[config.mk]
export PLATFORM = sky130hd
export DESIGN_NAME = mem_port_arbiter_flat
export DESIGN_NICKNAME = d
export VERILOG_FILES = /design/src/rtl/mem_port_arbiter_if.sv /design/src/rtl/mem_port_arbiter.sv /design/src/flat_wrapper.sv
export SDC_FILE = /design/constraint.sdc
export NUM_CORES = 1
export LEC_CHECK = 0
export ABC_AREA = 1
export CAP_MARGIN = 10
export CORE_MARGIN = 3
export CORE_UTILIZATION = 44
export DETAILED_ROUTE_END_ITERATION = 8
export GPL_ROUTABILITY_DRIVEN = 0
export GPL_TIMING_DRIVEN = 0
export HOLD_SLACK_MARGIN = 0.12
export PLACE_DENSITY = 0.83
export SYNTH_ARGS = -nofsm -noshare
export SYNTH_HDL_FRONTEND = slang
export SYNTH_SLANG_ARGS = --single-unit
[constraint.sdc]
create_clock -name clk -period 3.5 [get_ports clk]
set_clock_uncertainty 0.2 [all_clocks]
set_input_delay 0.875 -clock clk [delete_from_list [all_inputs] [get_ports clk]]
set_output_delay 0.875 -clock clk [all_outputs]
set_load 0.03 [all_outputs]
[src/rtl/mem_port_arbiter_if.sv]
// ---------------------------------------------------------------------------
// mem_port_arbiter_if
//
// Bundles every request, response and memory-bus signal of the unified
// memory-port arbiter.
//
//   slave  modport : the arbiter itself.
//   master modport : everything around it (I-side fetch unit, D-side
//                    load/store unit and the memory), collapsed into one
//                    view.
//
// Signals:
//   i_valid/i_addr/i_ready                  I-side read request handshake
//   i_rsp_valid/i_rsp_data                  I-side response
//   d_valid/d_we/d_addr/d_wdata/d_wstrb     D-side request
//   d_ready                                 D-side accept
//   d_rsp_valid/d_rsp_data                  D-side response
//   mem_req/mem_we/mem_addr/mem_wdata/mem_wstrb, mem_ack/mem_rdata
//                                           memory port
//   busy                                    port occupied (stall control FSM)
//   i_rsp_err/d_rsp_err                     timeout flags, MEM_TIMEOUT_EN only
//
// Build macro: MEM_TIMEOUT_EN adds the two error flags.
// ---------------------------------------------------------------------------
interface mem_port_arbiter_if #(
   parameter int ADDR_W = 32,
   parameter int DATA_W = 32
);
   logic              i_valid;
   logic [ADDR_W-1:0] i_addr;
   logic              i_ready;
   logic              i_rsp_valid;
   logic [DATA_W-1:0] i_rsp_data;

   logic              d_valid;
   logic              d_we;
   logic [ADDR_W-1:0] d_addr;
   logic [DATA_W-1:0] d_wdata;
   logic [3:0]        d_wstrb;
   logic              d_ready;
   logic              d_rsp_valid;
   logic [DATA_W-1:0] d_rsp_data;

   logic              mem_req;
   logic              mem_we;
   logic [ADDR_W-1:0] mem_addr;
   logic [DATA_W-1:0] mem_wdata;
   logic [3:0]        mem_wstrb;
   logic              mem_ack;
   logic [DATA_W-1:0] mem_rdata;

   logic              busy;
`ifdef MEM_TIMEOUT_EN
   logic              i_rsp_err;
   logic              d_rsp_err;
`endif

   modport slave (
      input  i_valid, i_addr,
             d_valid, d_we, d_addr, d_wdata, d_wstrb,
             mem_ack, mem_rdata,
      output i_ready, i_rsp_valid, i_rsp_data,
             d_ready, d_rsp_valid, d_rsp_data,
             mem_req, mem_we, mem_addr, mem_wdata, mem_wstrb,
             busy
`ifdef MEM_TIMEOUT_EN
      , output i_rsp_err, d_rsp_err
`endif
   );

   modport master (
      output i_valid, i_addr,
             d_valid, d_we, d_addr, d_wdata, d_wstrb,
             mem_ack, mem_rdata,
      input  i_ready, i_rsp_valid, i_rsp_data,
             d_ready, d_rsp_valid, d_rsp_data,
             mem_req, mem_we, mem_addr, mem_wdata, mem_wstrb,
             busy
`ifdef MEM_TIMEOUT_EN
      , input i_rsp_err, d_rsp_err
`endif
   );
endinterface

[src/rtl/mem_port_arbiter.sv]
// ---------------------------------------------------------------------------
// mem_port_arbiter
//
// Shares the single memory port of the multi-cycle RV32I core between the
// instruction-fetch side (I) and the load/store side (D). One request is
// accepted at a time. It is held on the memory bus until mem_ack, and a
// registered one-cycle response is then returned to the side that issued
// it. Ties go round-robin; after reset the I-side wins the first tie.
//
// Ports:
//   clk    rising-edge clock
//   reset  asynchronous, active-low reset
//   bus    mem_port_arbiter_if.slave (requests, responses, memory port, busy)
//
// Parameters:
//   ADDR_W          address width
//   DATA_W          data width, must be 32 (four byte strobes)
//   TIMEOUT_CYCLES  bus cycles to wait for mem_ack (MEM_TIMEOUT_EN only)
//
// Build macro: MEM_TIMEOUT_EN enables the mem_ack timeout and the
// i_rsp_err/d_rsp_err flags. Without it the arbiter waits for mem_ack
// indefinitely.
// ---------------------------------------------------------------------------
module mem_port_arbiter #(
   parameter int ADDR_W         = 32,
   parameter int DATA_W         = 32,
   parameter int TIMEOUT_CYCLES = 255
) (
   input logic               clk,
   input logic               reset,
   mem_port_arbiter_if.slave bus
);

   if (DATA_W != 32 || TIMEOUT_CYCLES < 1) begin : g_cfg_check
      $error("mem_port_arbiter: DATA_W must be 32 and TIMEOUT_CYCLES >= 1");
   end

   localparam logic [1:0] ST_IDLE  = 2'd0;
   localparam logic [1:0] ST_BUS_I = 2'd1;
   localparam logic [1:0] ST_BUS_D = 2'd2;
   localparam logic [1:0] ST_RSP   = 2'd3;

   logic [1:0]        state;
   // 1 = I-side owned the last accepted request, 0 = D-side.
   // It is written on every accept, so it also names the owner of the
   // request in flight.
   logic              last_grant_i;

   logic [ADDR_W-1:0] req_addr;
   logic              req_we;
   logic [DATA_W-1:0] req_wdata;
   logic [3:0]        req_wstrb;

   logic [DATA_W-1:0] i_data_q;
   logic [DATA_W-1:0] d_data_q;
   logic [DATA_W-1:0] cap_data;

   logic              idle;
   logic              in_bus;
   logic              grant_i;
   logic              grant_d;
   logic              tmo_hit;

`ifdef MEM_TIMEOUT_EN
   localparam int CNT_W = $clog2(TIMEOUT_CYCLES + 1);

   logic [CNT_W-1:0]  tmo_cnt;
   logic              i_err_q;
   logic              d_err_q;

   // The counter holds the number of bus cycles already spent without
   // mem_ack. It reaches TIMEOUT_CYCLES-1 in the last bus cycle allowed.
   assign tmo_hit = (tmo_cnt == CNT_W'(TIMEOUT_CYCLES - 1));
`else
   assign tmo_hit = 1'b0;
`endif

   assign idle   = (state == ST_IDLE);
   assign in_bus = (state == ST_BUS_I) || (state == ST_BUS_D);

   // Round-robin: on a tie, the side that did not win last time is granted.
   assign grant_i = bus.i_valid && (!bus.d_valid || !last_grant_i);
   assign grant_d = bus.d_valid && !grant_i;

   assign bus.i_ready = idle && grant_i;
   assign bus.d_ready = idle && grant_d;

   // All memory outputs come from the request register, so the bus stays
   // stable whatever the requesters do after the accept.
   assign bus.mem_req   = in_bus;
   assign bus.mem_we    = req_we;
   assign bus.mem_addr  = req_addr;
   assign bus.mem_wdata = req_wdata;
   assign bus.mem_wstrb = req_wstrb;

   assign bus.i_rsp_valid = (state == ST_RSP) &&  last_grant_i;
   assign bus.d_rsp_valid = (state == ST_RSP) && !last_grant_i;
   assign bus.i_rsp_data  = i_data_q;
   assign bus.d_rsp_data  = d_data_q;
   assign bus.busy        = !idle;

`ifdef MEM_TIMEOUT_EN
   assign bus.i_rsp_err = bus.i_rsp_valid && i_err_q;
   assign bus.d_rsp_err = bus.d_rsp_valid && d_err_q;
`endif

   // Response word: read data on a completed read. It is zero for a store,
   // and also zero on a timeout because mem_ack is low then.
   always_comb begin
      // NOTE: assign the default first so every path drives cap_data and no latch is inferred.
      cap_data = '0;
      if (bus.mem_ack && !req_we) begin
         cap_data = bus.mem_rdata;
      end
   end

   // NOTE: non-blocking assignments for all state so every register samples pre-edge values.
   always_ff @(posedge clk or negedge reset) begin
      if (!reset) begin
         state        <= ST_IDLE;
         last_grant_i <= 1'b0;
         req_addr     <= '0;
         req_we       <= 1'b0;
         req_wdata    <= '0;
         req_wstrb    <= '0;
         i_data_q     <= '0;
         d_data_q     <= '0;
`ifdef MEM_TIMEOUT_EN
         tmo_cnt      <= '0;
         i_err_q      <= 1'b0;
         d_err_q      <= 1'b0;
`endif
      end else begin
         case (state)
            ST_IDLE: begin
`ifdef MEM_TIMEOUT_EN
               tmo_cnt <= '0;
`endif
               if (grant_i) begin
                  // Fetches are always plain reads.
                  req_addr     <= bus.i_addr;
                  req_we       <= 1'b0;
                  req_wdata    <= '0;
                  req_wstrb    <= '0;
                  last_grant_i <= 1'b1;
                  state        <= ST_BUS_I;
               end else if (grant_d) begin
                  req_addr     <= bus.d_addr;
                  req_we       <= bus.d_we;
                  req_wdata    <= bus.d_wdata;
                  req_wstrb    <= bus.d_we ? bus.d_wstrb : 4'b0000;
                  last_grant_i <= 1'b0;
                  state        <= ST_BUS_D;
               end
            end

            ST_BUS_I, ST_BUS_D: begin
               // mem_ack takes priority over a timeout in the same cycle.
               if (bus.mem_ack || tmo_hit) begin
                  if (state == ST_BUS_I) begin
                     i_data_q <= cap_data;
                  end else begin
                     d_data_q <= cap_data;
                  end
`ifdef MEM_TIMEOUT_EN
                  if (state == ST_BUS_I) begin
                     i_err_q <= !bus.mem_ack;
                  end else begin
                     d_err_q <= !bus.mem_ack;
                  end
`endif
                  state <= ST_RSP;
               end
`ifdef MEM_TIMEOUT_EN
               else begin
                  tmo_cnt <= tmo_cnt + 1'b1;
               end
`endif
            end

            ST_RSP:  state <= ST_IDLE;
            default: state <= ST_IDLE;
         endcase
      end
   end

endmodule

[src/flat_wrapper.sv]
// flat-port wrapper written by rule: the top's interface ports become plain ports
module mem_port_arbiter_flat 
#(
   parameter int ADDR_W         = 32,
   parameter int DATA_W         = 32,
   parameter int TIMEOUT_CYCLES = 255
)
  (clk, reset, bus_i_valid, bus_i_addr, bus_d_valid, bus_d_we, bus_d_addr, bus_d_wdata, bus_d_wstrb, bus_mem_ack, bus_mem_rdata, bus_i_ready, bus_i_rsp_valid, bus_i_rsp_data, bus_d_ready, bus_d_rsp_valid, bus_d_rsp_data, bus_mem_req, bus_mem_we, bus_mem_addr, bus_mem_wdata, bus_mem_wstrb, bus_busy);
  mem_port_arbiter_if #(.ADDR_W(ADDR_W), .DATA_W(DATA_W)) bus_i ();
  input logic clk;
  input logic reset;
  input wire logic [$bits(bus_i.i_valid)-1:0] bus_i_valid;
  input wire logic [$bits(bus_i.i_addr)-1:0] bus_i_addr;
  input wire logic [$bits(bus_i.d_valid)-1:0] bus_d_valid;
  input wire logic [$bits(bus_i.d_we)-1:0] bus_d_we;
  input wire logic [$bits(bus_i.d_addr)-1:0] bus_d_addr;
  input wire logic [$bits(bus_i.d_wdata)-1:0] bus_d_wdata;
  input wire logic [$bits(bus_i.d_wstrb)-1:0] bus_d_wstrb;
  input wire logic [$bits(bus_i.mem_ack)-1:0] bus_mem_ack;
  input wire logic [$bits(bus_i.mem_rdata)-1:0] bus_mem_rdata;
  output wire logic [$bits(bus_i.i_ready)-1:0] bus_i_ready;
  output wire logic [$bits(bus_i.i_rsp_valid)-1:0] bus_i_rsp_valid;
  output wire logic [$bits(bus_i.i_rsp_data)-1:0] bus_i_rsp_data;
  output wire logic [$bits(bus_i.d_ready)-1:0] bus_d_ready;
  output wire logic [$bits(bus_i.d_rsp_valid)-1:0] bus_d_rsp_valid;
  output wire logic [$bits(bus_i.d_rsp_data)-1:0] bus_d_rsp_data;
  output wire logic [$bits(bus_i.mem_req)-1:0] bus_mem_req;
  output wire logic [$bits(bus_i.mem_we)-1:0] bus_mem_we;
  output wire logic [$bits(bus_i.mem_addr)-1:0] bus_mem_addr;
  output wire logic [$bits(bus_i.mem_wdata)-1:0] bus_mem_wdata;
  output wire logic [$bits(bus_i.mem_wstrb)-1:0] bus_mem_wstrb;
  output wire logic [$bits(bus_i.busy)-1:0] bus_busy;
  assign bus_i.i_valid = bus_i_valid;
  assign bus_i.i_addr = bus_i_addr;
  assign bus_i.d_valid = bus_d_valid;
  assign bus_i.d_we = bus_d_we;
  assign bus_i.d_addr = bus_d_addr;
  assign bus_i.d_wdata = bus_d_wdata;
  assign bus_i.d_wstrb = bus_d_wstrb;
  assign bus_i.mem_ack = bus_mem_ack;
  assign bus_i.mem_rdata = bus_mem_rdata;
  assign bus_i_ready = bus_i.i_ready;
  assign bus_i_rsp_valid = bus_i.i_rsp_valid;
  assign bus_i_rsp_data = bus_i.i_rsp_data;
  assign bus_d_ready = bus_i.d_ready;
  assign bus_d_rsp_valid = bus_i.d_rsp_valid;
  assign bus_d_rsp_data = bus_i.d_rsp_data;
  assign bus_mem_req = bus_i.mem_req;
  assign bus_mem_we = bus_i.mem_we;
  assign bus_mem_addr = bus_i.mem_addr;
  assign bus_mem_wdata = bus_i.mem_wdata;
  assign bus_mem_wstrb = bus_i.mem_wstrb;
  assign bus_busy = bus_i.busy;
  mem_port_arbiter #(.ADDR_W(ADDR_W), .DATA_W(DATA_W), .TIMEOUT_CYCLES(TIMEOUT_CYCLES)) u_core (.clk(clk), .reset(reset), .bus(bus_i));
endmodule
# After elaboration in Yosys (flattened, before gate mapping)
# Cells that the tools add are included.
[totals]
reg_bits = 136
inputBits = 138
output_inout_bits = 139
elab_cells = 51
[op_classes]
eq_ne = 5
n_mux = 16
bitwise_logic = 1
reduce_logical = 21
[ops]
columns = ["operator", "count"]
rows = [
  ["2-to-1 mux 32 bit", 5],
  ["2-to-1 mux 4 bit", 3],
  ["logical AND 1 bit", 7],
  ["2-to-1 mux 2 bit", 3],
  ["case mux 2 bit (3 select lines)", 1],
  ["AND reduction 3 bit", 2],
  ["logical NOT 1 bit", 5],
  ["equality test 2 bit, second input constant", 2],
  ["2-to-1 mux 1 bit", 4],
  ["AND reduction 2 bit", 2],
  ["inequality test 3 bit, second input constant", 1],
  ["equality test 2 x 1 -> 1 bit, second input constant", 1],
  ["logical NOT 2 bit", 1],
  ["logical OR 1 bit", 2],
  ["inequality test 2 bit, second input constant", 1],
  ["nonzero test 2 bit", 1],
  ["OR reduction 2 bit", 1],
  ["inverter 1 bit", 1],
]

# Longest topological paths before layout
# Gate-level depths: netlist (run 1).
[logic_depth]
ltp_word = 8
mapped_depth = 8
mapped_depth_nobuf = 7

# Worst setup path after synthesis (run 1)
# OpenSTA, ideal clock, no wires.
[synth_timing]
path_type = "input to output"
from = "in bus_i_valid"
to = "out bus_d_ready"
arrival_time_ps = 1536
t_required_ps = 2425
path_slack_ps = 889
path_stages = 5
n_path_buf = 2
path_cell_list = "buf_2 nand2_2 nand3_1 clkinv_1 buf_2"
[synth_between]
elab_chain_len = 4
[synth_lines]
columns = ["item", "line", "source"]
rows = [
  ["from (decl)", "flat_wrapper.sv:12", "input wire logic [$bits(bus_i.i_valid)-1:0] bus_i_valid;"],
  ["logical AND 1 bit", "mem_port_arbiter.sv:82", "assign grant_i = bus.i_valid && (!bus.d_valid || !last_grant_i);"],
  ["logical NOT 1 bit", "mem_port_arbiter.sv:83", "assign grant_d = bus.d_valid && !grant_i;"],
  ["logical AND 1 bit", "mem_port_arbiter.sv:83", ""],
  ["logical AND 1 bit", "mem_port_arbiter.sv:86", "assign bus.d_ready = idle && grant_d;"],
  ["to (decl)", "flat_wrapper.sv:24", "output wire logic [$bits(bus_i.d_ready)-1:0] bus_d_ready;"],
]
# Every way passes these cells.

# Worst setup path after layout (run 1)
[layout_timing]
from = "in bus_d_valid"
to = "out bus_d_ready"
[layout_between]
elab_chain_len = 6
[layout_lines]
columns = ["item", "line", "source"]
rows = [
  ["from (decl)", "flat_wrapper.sv:14", "input wire logic [$bits(bus_i.d_valid)-1:0] bus_d_valid;"],
  ["logical NOT 1 bit", "mem_port_arbiter.sv:82", ""],
  ["logical OR 1 bit", "mem_port_arbiter.sv:82", ""],
  ["logical AND 1 bit", "mem_port_arbiter.sv:82", ""],
  ["logical NOT 1 bit", "mem_port_arbiter.sv:83", ""],
  ["logical AND 1 bit (*)", "mem_port_arbiter.sv:83", ""],
  ["logical AND 1 bit (*)", "mem_port_arbiter.sv:86", ""],
]
# Every way passes the cells marked *; elsewhere a longest branch is shown, timed or not.

==> impl_metrics.yaml, run 1 <==
setup_path:
  reg2reg_to: "u_core.bus.d_rsp_data[23]"
  required_ns: 2.42
  worst_r2r_path_depth: 6
  critPathKind: "input port to primary output"
  setup.reg_to_reg.worst_slack_ns: 1.41
  path_max_fanout: 10
  regToRegStartpoint: "u_core.state[0]"
  end_kind: "primary output"
  start_kind: "input port"
  crit_arrival_ns: 2.31
timing:
  relSlewSlack: 0.529
  fin_crit_sh: 0.966
  final-max-slew-violation-count: 0
  rsz0062_at_grt: "no"
  finalCriticalPeriod_ns: 3.38
  setup_slack_ns: 0.118
  worst_slew_pin_slew_ns: 0.707
  fmax_ghz: 0.296
  report.final.setup_viol: 0
  hold_violations: 0
synth:
  synth.top_cells.by_area: "dfrtp_1 60%, nand2_1 25%, o21ai_0 5.0%"
  synth.avg_cell_area_um2: 8.40
  yosys.area_share.adder: 0.00658
  syn-instance-count: 679
  syn-num-nets: 820
  synth_top_area_cell: "dfrtp_1"
  netlist.area_leader.share: 0.597
  yosys.area_share.simple: 0.288
  yosys_warnings: 0
  ys_types: 14
  synth_top_family_by_area: "simple AND/OR/NAND/NOR gates"
  synth_compound_area_frac: 0.0597
  ys_seq_area_frac: 0.597
  synth_xor_xnor_area_share: 0
  netlist_area_mm2: 0.00570
  synth.area.mux_share: 0
  ys_seq_elements: 136
layout:
  final_common_cell: "nand2_1"
  layout.cells.most_common_list: "374 x nand2_1, 272 x clkdlybuf4s50_1, 136 x dfrtp_1, 57 x o21ai_0, 42 x nand3_1"
  drive_above_1_share: 0.0588
  syn_to_final_growth_pct: 62.7
  post-route-util: 0.753
  finish.instance_area_mm2: 0.00928
  n_antenna_cell: 0
  nets: 1115
routing:
  ant_nets: 0
  drt_iter0_drc: 468
  wl_per_cell_um: 15.9
  vias: 5656
  drc: 0
  viasPerCell: 4.90
  first_pass_iters: 5
  finalWirelength_mm: 18.3
clock_tree:
  clock_sinks: 136
  cts_buffer_depth: 2
  cts-root-buf: "clkbuf_16"
  cts_buffers: 17
  cts_tree: "done"
  path_clk_slew_ns: 0.05
  clkLatencyLatePin_ns: 0.41
  htreeDepth: 4
grt:
  grt_max_degree: 78
  overflow: 0
  grt_pass1_vias: 5502
  grt_antenna_before_repair: 0
  grt_pass1_wl_mm: 28.6
  gr-usage-all-layers: 0.255
placed_design:
  place_area_mm2: 0.00869
  hpwl_mm: 13.6
  io_buffers: 275
  dp_slack_ns: -0.511
job:
  max_cap_violations: 0
floorplan:
  die_y_um: 120
  row_count: 40
  fp.coreArea_mm2: 0.0123
  start_util: 0.463
  fp.dieW_um: 120
  dieArea_mm2: 0.0144
  ios: 277
min_path:
  min_to: "u_core.bus.mem_addr[17]"
  hold_depth: 2
  hp-start: "u_core.bus.mem_addr[17]"
  hold_class: "flop to flop"
power:
  power_frac_comb: 0.526
  switching_share: 0.433
  p_sw_mw: 4.06
  p_int_mw: 5.33
  leakagePower_nw: 4.49
  p_clk_frac: 0.187
  seqPwrFrac: 0.288
  totalPowerFinal_mw: 9.39
  ir_drop_uv: 454
  powerDensity_mw_per_mm2: 1010
outcome:
  outcome: "finished, final reports clean"
cells by family after synthesis:
family                   after synthesis
AND/OR/NAND/NOR                      421
flip-flops                           136
AO/OA/AOI/OAI                         68
buffers and inverters                 51
adder cells (fa/ha/maj)                3
metal layers:
layer	GRT usage	vias up	share of wire
li1	-	2724	-
met5	0	-	0
met4	0.115	0	0.042
met2	0.434	237	0.51
met1	0.296	2645	0.38
met3	0.0792	50	0.073
worst max-delay path, stage by stage:
cell             delay, ns
clkdlybuf4s50_1       0.53
nand2_2               0.14
nand2_2               0.13
nand3_1               0.10
clkinv_2              0.12
buf_4                 0.19
clkbuf_4              0.21
layout make-up:
type	instances	area, um2
plain buffers	40	240
clock buffers	24	492
clock inverters	7	92.6
fillers	916	3040
inverters	11	42.5
multi-input cells	492	2020
flip-flops and latches	136	3400
well taps	168	210
repair buffers	276	2780
flip-flops by register name (all words and copies together) (netlist names):
signal	count
u_core.bus.d_rsp_data	32
u_core.bus.i_rsp_data	32
u_core.bus.mem_addr	32
u_core.bus.mem_wdata	32
u_core.bus.mem_wstrb	4
u_core.state	2
u_core.bus.mem_we	1
u_core.last_grant_i	1
synthesized netlist by cell type:
master	count
ha_1	3
nor2_1	2
buf_6	9
o21ai_1	11
o21ai_0	57
dfrtp_1	136
nand3_1	42
inv_1	10
clkbuf_1	17
nand2_1	374
clkinv_1	1
buf_2	13
buf_4	1
nand2_2	3
metrics by stage:
| step | std cells | TNS, ns | hold WS, ns |
|---|---|---|---|
| after floorplan | 679 | 0 | 0.267 |
| after global placement | 1122 | -548.51 | 0.261 |
| after detailed placement | 1123 | -0.526 | 0.264 |
| after CTS | 1154 | 0 | 0.279 |
| after global routing | 1154 | 0 | 0.285 |
| final | 1154 | 0 | 0.274 |
worst max-delay path by stage:
stage                     start  slack (ns)  cells past startpoint                      end
global route        bus_d_valid       0.003                      7              bus_d_ready
finish              bus_d_valid        0.12                      7              bus_d_ready
detailed placement  bus_d_valid       -0.51                      7              bus_d_ready
floorplan           bus_i_valid        0.89                      5              bus_d_ready
CTS                 bus_d_valid        0.08                      7              bus_d_ready
global placement          reset       -4.04                      1  u_core.bus.mem_addr[15]
power groups by stage:
stage / logic, mW / registers, mW / clock network [mW]
2_1_floorplan: 1.34 / 4.09 / 0
3_3_place_gp: 4.86 / 2.68 / 0
3_5_place_dp: 4.95 / 2.71 / 0
4_1_cts: 4.98 / 2.70 / 1.77
5_1_grt: 5.28 / 2.79 / 1.83
6_report: 4.94 / 2.70 / 1.75
repair_timing:
action	CTS	global route
gates resized for setup	8	1
hold buffers	0	0
buffers inserted	0	0
setup endpoints to repair	2	1
Power figures use the tool's default switching activity.
==> run 2, diff against run 1 <==
--- a/config.mk
+++ b/config.mk
@@ -8,12 +8,12 @@
 export ABC_AREA = 1
 export CAP_MARGIN = 10
 export CORE_MARGIN = 3
-export CORE_UTILIZATION = 44
+export CORE_UTILIZATION = 41
 export DETAILED_ROUTE_END_ITERATION = 8
 export GPL_ROUTABILITY_DRIVEN = 0
 export GPL_TIMING_DRIVEN = 0
 export HOLD_SLACK_MARGIN = 0.12
-export PLACE_DENSITY = 0.83
+export PLACE_DENSITY = 0.89
 export SYNTH_ARGS = -nofsm -noshare
 export SYNTH_HDL_FRONTEND = slang
 export SYNTH_SLANG_ARGS = --single-unit
==> constraint.sdc (replaced) <==
create_clock -name clk -period 3.2 [get_ports clk]
set_clock_uncertainty 0.2 [all_clocks]
set_input_delay 0.8 -clock clk [delete_from_list [all_inputs] [get_ports clk]]
set_output_delay 0.8 -clock clk [all_outputs]
set_load 0.03 [all_outputs]
==> impl_metrics.yaml, run 2 (synthesis results as in run 1) <==
power:
  powerDensity_mw_per_mm2: 1120
  p_int_mw: 6.00
  switching_share: 0.429
  totalPowerFinal_mw: 10.5
  ir_drop_uv: 495
  leakagePower_nw: 4.53
  p_sw_mw: 4.50
  power_frac_comb: 0.514
  seqPwrFrac: 0.284
  p_clk_frac: 0.202
setup_path:
  required_ns: 2.20
  path_max_fanout: 10
  crit_start: "bus_d_valid"
  cp_common_cell: "nand2_4"
  crit_slowest_cell: "clkdlybuf4s50_1"
  crit_arrival_ns: 2.12
  slowest_delay_ns: 0.54
  critPathKind: "input port to primary output"
  start_kind: "input port"
  end_kind: "primary output"
  crit_chain: "clkdlybuf4s50_1 > nand2_4 > nand2_4 > nand3_1 > inv_4 > buf_6 > buf_4"
  regToRegStartpoint: "u_core.state[0]"
placed_design:
  hpwl_mm: 13.5
  dp_slack_ns: -0.657
  io_buffers: 275
clock_tree:
  cts_tree: "done"
  cts-root-buf: "clkbuf_16"
  cts_buffer_depth: 2
  cts_buffers: 17
  path_clk_slew_ns: 0.05
  clock_sinks: 136
  htreeDepth: 4
  clkLatencyLatePin_ns: 0.41
routing:
  vias: 5669
  drt_iter0_drc: 345
  first_pass_iters: 7
  ant_nets: 0
  drc: 0
  viasPerCell: 4.87
  finalWirelength_mm: 18.6
  wl_per_cell_um: 15.9
timing:
  fin_crit_sh: 0.975
  finalCriticalPeriod_ns: 3.12
  tns_ns: 0
  hold_ws_ns: 0.275
  report.final.setup_viol: 0
  rsz0062_at_grt: "no"
  setup_slack_ns: 0.0804
  hold_violations: 0
  relSlewSlack: 0.628
  worst_slew_pin_slew_ns: 0.559
  fmax_ghz: 0.321
  final-max-slew-violation-count: 0
min_path:
  hold_class: "flop to flop"
  hp-start: "u_core.bus.mem_addr[26]"
layout:
  final_common_cell: "nand2_1"
  syn_to_final_growth_pct: 64.7
  drive_above_1_share: 0.0627
  nets: 1117
  layout.cells.most_common_list: "374 x nand2_1, 272 x clkdlybuf4s50_1, 136 x dfrtp_1, 57 x o21ai_0, 42 x nand3_1"
  n_antenna_cell: 0
grt:
  grt_pass1_wl_mm: 28.3
  grt_max_degree: 94
  overflow: 0
  gr-usage-all-layers: 0.240
  grt_antenna_before_repair: 0
  grt_pass1_vias: 5716
floorplan:
  row_count: 42
  ios: 277
  start_util: 0.425
  fp.coreArea_mm2: 0.0134
  dieArea_mm2: 0.0154
  die_y_um: 124
  fp.dieW_um: 124
job:
  max_cap_violations: 0
outcome:
  outcome: "finished, final reports clean"
==> run 2: cell types whose count changed in the layout (fill, tap and decap cells not counted), moves of 2 or more <==
cell        before  now
bufinv_16        2    4
clkbuf_1        20   18
clkinv_2         4    1
nand2_4          0    2
clkinvlp_4       0    2
nand2_2          3    1
==> run 2: routing by layer <==
metal	wire length (um)	up-vias	part of all wire	global-route usage
met2	9190	239	0.50	0.400
met5	0	-	0	0
met1	7340	2644	0.40	0.287
met3	1210	57	0.065	0.0568
li1	-	2729	-	-
met4	817	0	0.044	0.129
==> run 2: per-stage QoR <==
stage / utilization / cell area, um2 / cells
floorplan: - / 5700 / 679
global placement: 0.647 / 8670 / 1130
detailed placement: 0.649 / 8700 / 1131
CTS: 0.699 / 9370 / 1164
global route: 0.700 / 9390 / 1165
finish: 0.700 / 9390 / 1165
==> run 2: repair_timing <==
action,in CTS,in global routing
gates resized for setup,11,3
hold endpoints to repair,43,0
setup buffers,0,1
setup endpoints to repair,2,2
hold buffers,1,0
==> run 2: path summary, 6_finish.rpt <==
kind                                        endpoint  slack, ns  cells after the start
setup / recovery                         bus_d_ready       0.08                      7
hold / removal               u_core.bus.mem_addr[26]       0.28                      2
setup reg to reg           u_core.bus.d_rsp_data[22]       1.03                      6
hold reg to reg              u_core.bus.mem_addr[26]       0.28                      2
max in group asynchronous    u_core.bus.mem_addr[22]       1.28                      3
min in group asynchronous  u_core.bus.i_rsp_data[27]       0.73                      2
==> run 2: critical path, delay by kind of cell <==
kind	cells	cell delay, ns
buf+inv	4	0.96
simple gates	3	0.36
==> run 2: cell type report <==
type                       count  area, um2
inverter                      11       43.8
clock buffer                  22        484
buffer                        40        244
fill                        1028       4010
timing repair buffer         278       2800
sequential                   136       3400
multi-input combinational    492       2030
clock inverter                10        166
tap                          176        220
==> run 2: power by group through the flow <==
stage	clock network (mW)	logic (mW)	registers, mW
after floorplan	0	1.47	4.48
after global placement	0	5.30	2.94
after detailed placement	0	5.39	2.98
after CTS	2.15	5.43	2.98
after global routing	2.23	5.79	3.07
final	2.12	5.40	2.98
==> run 3, diff against run 2 <==
--- a/config.mk
+++ b/config.mk
@@ -7,13 +7,14 @@
 export LEC_CHECK = 0
 export ABC_AREA = 1
 export CAP_MARGIN = 10
+export CORE_ASPECT_RATIO = 1.1
 export CORE_MARGIN = 3
 export CORE_UTILIZATION = 41
 export DETAILED_ROUTE_END_ITERATION = 8
-export GPL_ROUTABILITY_DRIVEN = 0
 export GPL_TIMING_DRIVEN = 0
 export HOLD_SLACK_MARGIN = 0.12
 export PLACE_DENSITY = 0.89
+export REMOVE_ABC_BUFFERS = 1
 export SYNTH_ARGS = -nofsm -noshare
 export SYNTH_HDL_FRONTEND = slang
 export SYNTH_SLANG_ARGS = --single-unit
==> impl_metrics.yaml, run 3 (synthesis results as in run 1) <==
outcome:
  outcome: "finished, final reports clean"
floorplan:
  die_y_um: 130
  dieArea_mm2: 0.0154
  row_count: 44
  ios: 277
  start_util: 0.426
  fp.coreArea_mm2: 0.0134
  fp.dieW_um: 118
clock_tree:
  cts_setup_buffers: 0
  path_clk_slew_ns: 0.06
  clock_sinks: 136
  cts_buffer_depth: 2
  htreeDepth: 4
  cts-root-buf: "clkbuf_16"
  cts_buffers: 17
  cts_tree: "done"
  postCtsHoldBufs: 0
  clkLatencyLatePin_ns: 0.40
grt:
  grt_max_degree: 79
  grt_antenna_before_repair: 0
  grt_pass1_vias: 5650
  overflow: 0
  gr-usage-all-layers: 0.234
  grt_pass1_wl_mm: 28.4
setup_path:
  crit_slowest_cell: "clkdlybuf4s15_2"
  slowest_delay_ns: 0.32
  end_kind: "primary output"
  start_kind: "input port"
  required_ns: 2.20
  path_delay_family: "buffers and inverters"
  crit_arrival_ns: 2.04
  path_max_fanout: 18
  crit_chain: "buf_2 > nand2_8 > nand2_8 > nand3_2 > clkinv_4 > clkdlybuf4s15_2"
  cp_common_cell: "nand2_8"
  critPathBufInv: 3
  critPathKind: "input port to primary output"
layout:
  final_common_cell: "nand2_1"
  drive_above_1_share: 0.0503
  finish.instance_area_mm2: 0.00927
  layout.cells.most_common_list: "374 x nand2_1, 271 x clkdlybuf4s50_1, 136 x dfrtp_1, 57 x o21ai_0, 40 x nand3_1"
  nets: 1083
  n_antenna_cell: 0
  syn_to_final_growth_pct: 62.6
  fin_cells: 1138
  post-route-util: 0.693
timing:
  setup_slack_ns: 0.164
  hold_violations: 0
  final-max-slew-violation-count: 0
  hold_ws_ns: 0.157
  worst_slew_pin_slew_ns: 1.14
  fin_crit_sh: 0.949
  relSlewSlack: 0.236
  finalCriticalPeriod_ns: 3.04
  rsz0062_at_grt: "no"
  fmax_ghz: 0.329
  tns_ns: 0
  report.final.setup_viol: 0
routing:
  finalWirelength_mm: 18.0
  ant_nets: 0
  drc: 0
  wl_per_cell_um: 15.8
  vias: 5664
  first_pass_iters: 5
  drt_iter0_drc: 491
  viasPerCell: 4.98
placed_design:
  place_area_mm2: 0.00855
  dp_slack_ns: -2.67
  io_buffers: 276
  post-place-cells: 1103
  place_congestion: 0.762
  hpwl_mm: 12.5
job:
  max_cap_violations: 0
power:
  leakagePower_nw: 4.44
  totalPowerFinal_mw: 10.3
  ir_drop_uv: 589
  powerDensity_mw_per_mm2: 1120
min_path:
  hold_class: "input port to asynchronous set/reset pin"
-- run 3: cell type report --
class                   instances  area, um2
flip-flops and latches        136       3400
repair buffers                280       2850
fillers                      1012       4110
multi-input cells             495       2100
inverters                      11       46.3
repair inverters                1       5.00
clock inverters                 9        163
clock buffers                  22        474
well taps                     184        230
-- run 3: per-layer routing --
| metal | GRT usage | vias to the layer above | wire, um |
|---|---|---|---|
| met1 | 0.267 | 2694 | 6790 |
| met3 | 0.0786 | 40 | 1650 |
| met4 | 0.0975 | 0 | 500 |
| met5 | 0 | - | 0 |
| met2 | 0.408 | 272 | 9090 |
| li1 | - | 2658 | - |
-- run 3: what timing repair did --
action | 4_1_cts | 5_1_grt
setup endpoints to repair | 74 | 3
gates resized for setup | 21 | 2
pin swaps | 2 | 0
cloned | 4 | 0
hold endpoints to repair | 0 | 0
-- run 3: path summary, 6_finish.rpt --
path                                     startpoint                        end  slack (ns)  cells after the start
max reg2reg                     u_core.last_grant_i    u_core.bus.mem_addr[12]        0.40                      7
min reg2reg                u_core.bus.mem_wdata[13]   u_core.bus.mem_wdata[13]        0.28                      2
min in group clk           u_core.bus.mem_wdata[13]   u_core.bus.mem_wdata[13]        0.28                      2
min                                           reset  u_core.bus.d_rsp_data[12]        0.16                      1
max                                     bus_d_valid                bus_d_ready        0.16                      6
max in group asynchronous                     reset    u_core.bus.mem_wstrb[1]        1.85                      2
-- run 3: power breakdown --
group,internal (mW),switching [mW],total [mW]
Combinational,2.02,3.26,5.28
Sequential,2.52,0.465,2.98
Clock,1.37,0.712,2.08
Total,5.91,4.43,10.3
